File: src/rtl/truth_table_sweeper.sv
// truth_table_sweeper
//   Stimulus-and-capture wrapper for an external N_IN-input combinational
//   expression stage. On start it steps abc_o through every input
//   combination, waits SETTLE cycles after each new vector, samples s_in_i,
//   and builds the full truth table in table_o (table_o[k] = s_in_i while
//   abc_o == k) together with its population count in ones_o.
//
// Parameters
//   N_IN    number of expression inputs (1..4)
//   SETTLE  wait cycles after each new vector before sampling (1..15)
//   GOLDEN  expected truth table, used only with the golden check build
//
// Ports
//   clk         rising-edge clock
//   rst_n       asynchronous active-low reset
//   start_i     sweep request, sampled only while idle
//   abc_o       registered vector to the expression stage (MSB = a)
//   s_in_i      expression stage output
//   busy_o      high while a sweep is in progress (WAIT and SAMPLE)
//   done_o      one-cycle pulse when the table is final
//   table_o     captured truth table, 2**N_IN bits
//   ones_o      number of 1s in table_o
//   mismatch_o  final table differs from GOLDEN (golden check build only)
//
// Build option
//   TRUTH_TABLE_SWEEPER_GOLDEN_CHECK_EN  enables the GOLDEN comparison;
//   otherwise mismatch_o is tied low and GOLDEN is unused.

module truth_table_sweeper #(
    parameter int unsigned        N_IN   = 3,
    parameter int unsigned        SETTLE = 1,
    parameter logic [2**N_IN-1:0] GOLDEN = 8'h70
) (
    input  logic                 clk,
    input  logic                 rst_n,
    input  logic                 start_i,
    output logic [N_IN-1:0]      abc_o,
    input  logic                 s_in_i,
    output logic                 busy_o,
    output logic                 done_o,
    output logic [2**N_IN-1:0]   table_o,
    output logic [N_IN:0]        ones_o,
    output logic                 mismatch_o
);

    localparam int unsigned TW       = 2**N_IN;
    localparam logic [3:0]  CNT_INIT = 4'(SETTLE - 1);

    typedef enum logic [1:0] {
        S_IDLE,
        S_WAIT,
        S_SAMPLE,
        S_DONE
    } state_e;

    state_e            state_q, state_d;
    logic [N_IN-1:0]   abc_q,   abc_d;
    logic [TW-1:0]     table_q, table_d;
    logic [N_IN:0]     ones_q,  ones_d;
    logic [3:0]        cnt_q,   cnt_d;
`ifdef TRUTH_TABLE_SWEEPER_GOLDEN_CHECK_EN
    logic              mismatch_q, mismatch_d;
`endif

    // State and datapath registers
    always_ff @(posedge clk or negedge rst_n) begin
        if (!rst_n) begin
            state_q    <= S_IDLE;
            abc_q      <= '0;
            table_q    <= '0;
            ones_q     <= '0;
            cnt_q      <= '0;
`ifdef TRUTH_TABLE_SWEEPER_GOLDEN_CHECK_EN
            mismatch_q <= 1'b0;
`endif
        end else begin
            state_q    <= state_d;
            abc_q      <= abc_d;
            table_q    <= table_d;
            ones_q     <= ones_d;
            cnt_q      <= cnt_d;
`ifdef TRUTH_TABLE_SWEEPER_GOLDEN_CHECK_EN
            mismatch_q <= mismatch_d;
`endif
        end
    end

    // Next-state and datapath update
    always_comb begin
        state_d    = state_q;
        abc_d      = abc_q;
        table_d    = table_q;
        ones_d     = ones_q;
        cnt_d      = cnt_q;
`ifdef TRUTH_TABLE_SWEEPER_GOLDEN_CHECK_EN
        mismatch_d = mismatch_q;
`endif
        unique case (state_q)
            S_IDLE: begin
                if (start_i) begin
                    abc_d      = '0;
                    table_d    = '0;
                    ones_d     = '0;
                    cnt_d      = CNT_INIT;
`ifdef TRUTH_TABLE_SWEEPER_GOLDEN_CHECK_EN
                    mismatch_d = 1'b0;
`endif
                    state_d    = S_WAIT;
                end
            end
            S_WAIT: begin
                if (cnt_q == '0) begin
                    state_d = S_SAMPLE;
                end else begin
                    cnt_d = cnt_q - 4'd1;
                end
            end
            S_SAMPLE: begin
                table_d[abc_q] = s_in_i;
                ones_d         = ones_q + {{N_IN{1'b0}}, s_in_i};
                if (&abc_q) begin
                    state_d = S_DONE;
`ifdef TRUTH_TABLE_SWEEPER_GOLDEN_CHECK_EN
                    // table_d already carries the last sampled bit, so the
                    // compare result is ready alongside done.
                    mismatch_d = (table_d != GOLDEN);
`endif
                end else begin
                    abc_d   = abc_q + N_IN'(1);
                    cnt_d   = CNT_INIT;
                    state_d = S_WAIT;
                end
            end
            S_DONE: begin
                abc_d   = '0;
                state_d = S_IDLE;
            end
            default: state_d = S_IDLE;
        endcase
    end

    // Outputs
    always_comb begin
        busy_o = (state_q == S_WAIT) || (state_q == S_SAMPLE);
        done_o = (state_q == S_DONE);
    end

    assign abc_o   = abc_q;
    assign table_o = table_q;
    assign ones_o  = ones_q;

`ifdef TRUTH_TABLE_SWEEPER_GOLDEN_CHECK_EN
    assign mismatch_o = mismatch_q;
`else
    assign mismatch_o = 1'b0;
`endif

endmodule

File: config.mk
export PLATFORM = sky130hd
export DESIGN_NAME = truth_table_sweeper
export DESIGN_NICKNAME = d
export VERILOG_FILES = /design/src/rtl/truth_table_sweeper.sv
export SDC_FILE = /design/constraint.sdc
export NUM_CORES = 1
export LEC_CHECK = 0
export CAP_MARGIN = 20
export CORE_ASPECT_RATIO = 0.75
export CORE_MARGIN = 5
export CORE_UTILIZATION = 55
export DETAILED_ROUTE_END_ITERATION = 8
export GPL_TIMING_DRIVEN = 0
export PLACE_DENSITY_LB_ADDON = 0.12
export SLEW_MARGIN = 20
export SYNTH_ARGS = -nofsm -noshare
export SYNTH_HDL_FRONTEND = slang
export SYNTH_SLANG_ARGS = --single-unit
File: constraint.sdc
create_clock -name clk -period 2.4 [get_ports clk]
set_input_delay 0.48 -clock clk [delete_from_list [all_inputs] [get_ports clk]]
set_output_delay 0.48 -clock clk [all_outputs]
set_load 0.05 [all_outputs]
==> flow_summary.ini <==
[outcome]
status = complete, no violations

[detailed_routing]
finalWirelength_um = 2780
via_count = 1068
drt_iter0_drc = 71
drtAntennaViolNets = 0
drc = 0
dr.pass1.iters = 4
via_per_inst = 5.65
wl_per_cell_um = 14.7

[worst_setup_path]
critPathLaunchType = flip-flop
path_delay_family = buffers and inverters
reg2reg_from = state_q[0]
path_class = flip-flop to output port
slowest_delay_ns = 0.79
critPathArrivalTime_ns = 1.72
critical-path-slowest-cell = clkdlybuf4s50_1
cp_cell_sequence = ha_1 > clkdlybuf4s50_1
critPathMaxFanout = 5
crit_buf_inv = 1
cp_data_required_time_ns = 1.92
startpoint = state_q[1]
worst_setup_path_end_kind = output port

[logic_synthesis]
synth_warnings = 0
synthTopCellsByArea = dfrtp_1, ha_1, mux2i_1
synth_seq_cells = 21
synth_top_cell_area_share_pct = 39.4
synth.net_count = 146
async_flop_share_pct = 100
yosys-top-cells-count = dfrtp_1, nand2_1, ha_1
synth_edf_count = 0
synth.distinct_cells = 42
synth_area_leader_cell = dfrtp_1
ys.flop_type = dfrtp_1
syn_inst = 131
avgSynthCellArea_um2 = 10.2
yosysMostFrequentCell = dfrtp_1
syn_area_um2 = 1340
ys_seq_area_share_pct = 39.4

[grt]
grt_usage_pct = 19.2
grt_max_degree = 22
grt_pass1_wl_um = 5060
antenna_found_initial = 0
grt_overflow = 0
grt_pass1_vias = 1034

[power_and_ir_drop]
power_mw = 1.61
peakVddDrop_uv = 807
p_leak_nw = 0.722
power.density_nw_per_um2 = 1010

[floorplan]
rows = 15
dieWidth_um = 66.9
die_area_um2 = 3520
io_pins = 22
initial_core_util_pct = 57.8
core_um2 = 2310
die_h_um = 52.7

[final_layout]
fin_area_um2 = 1600
diodes = 0
seq_area_um2 = 526
synthToLayoutAreaGrowth_pct = 19.8
finalNetCount = 171
fin_cells = 189
postLayoutCoreUtil_pct = 69.3
fill_cells = 190
multiInputGateArea_um2 = 731
drive_gt1_share_pct = 12.9

[job]
max_cap_viol_count = 0

[timing]
skew_ns = 0.0134
fmax_ghz = 0.455
rsz0062_at_grt = no
slew_headroom_pct = 66.1
finalSetupTns_ns = 0
worst_slew_pin_slew_ns = 0.507
fin_crit_sh_pct = 91.5
final_hold_viol_count = 0
setup_viol = 0
maxSlewViolCount = 0
min_period_ns = 2.20

[clocking]
clock_sink_count = 21
insertion_delay_ns = 0.32
htree_levels = 1
cts_buffer_depth = 2
cts_tree = done
clk_pin_slew_ns = 0.13
cts_hold_buf = 0
cts_buffers = 3
cts_root_buf = clkbuf_4

[placement]
hpwl_um = 2060
place_area_um2 = 1580
dp.cells = 185
portBuffers = 20
place_congestion = 0.784

[min_path]
hp-class = input pin to async pin
[per-stage QoR]
stage	hold WS [ns]	setup slack, ns
after global placement	0.511	0.339
after floorplan	0.184	0.533
final	0.0985	0.204
after global routing	0.121	0.0928
after CTS	0.540	0.179
after detailed placement	0.519	0.315
[layer usage]
metal | global-route usage (%) | share of wire, %
met1 | 26.9 | 49
met2 | 28.8 | 43
met3 | 6.01 | 6.7
met4 | 4.71 | 0.75
met5 | 0 | 0
[placed cells by master (no fill, tap or decap), drive strengths merged, types with 2 or more instances in the layout]
cell and n:
o41ai 3, buf 7, a21oi 4, o2bb2ai 2, dfrtp 21, nor2b 4
nand3 3, nor2 3, clkdlybuf4s50 18, nand4 2, nand3b 2, a22o 3
nor4b 2, nand2 16, o31ai 4, mux2i 10, inv 8, a32o 2
o21ai 3, nand4b 2, ha 11, clkbuf 7
[worst reg2reg max path: stages (launching register included)]
cell     delay (ns)
dfrtp_1        0.43
inv_1          0.13
ha_1           0.21
buf_4          0.16
mux2i_4        0.23
nor4b_2        0.31
mux2i_1        0.24
[sequential cells by signal, summed over array words and instances, names as in the netlist]
signal / count
abc_o: 3
cnt_q: 4
ones_o: 4
state_q: 2
table_o: 8
[path summary, 6_finish.rpt]
| kind | endpoint | slack (ns) | cells past startpoint |
|---|---|---|---|
| max in group asynchronous | table_o[1] | 1.96 | 1 |
| setup / recovery | done_o | 0.20 | 2 |
| setup reg to reg | table_o[4] | 0.62 | 6 |
| min in group clk | table_o[3] | 0.54 | 2 |
| hold / removal | cnt_q[0] | 0.1 | 1 |
| hold reg to reg | table_o[3] | 0.54 | 2 |
[cells by family (layout without fill, tap and decap cells)]
family | count (synthesis) | count (layout) | share of synthesized area (%)
simple gates | 40 | 40 | 17.2
mux | 11 | 11 | 9.28
compound gates | 29 | 29 | 17.7
other cells | 1 | 1 | 0.281
fa+ha+maj | 11 | 11 | 10.3
flops | 21 | 21 | 39.4
buf+inv | 18 | 42 | 5.90
[where the power goes]
| part | internal, mW | switching (mW) |
|---|---|---|
| Combinational | 0.337 | 0.626 |
| Clock | 0.0624 | 0.119 |
| Sequential | 0.409 | 0.0554 |
[final cells by class]
type,instances,share of cell area [%]
Clock buffer,3,1.41
Multi-Input combinational cell,92,45.7
Tap cell,34,2.66
Buffer,10,3.05
Sequential cell,21,32.9
Clock inverter,1,0.313
Timing Repair Buffer,20,12.1
Inverter,8,1.88
[timing repair]
item | in CTS | in global routing
buffers inserted | 0 | 0
gates resized for setup | 1 | 0
endpoints found under the setup margin | 1 | 0
Power figures use the tool's default switching activity.
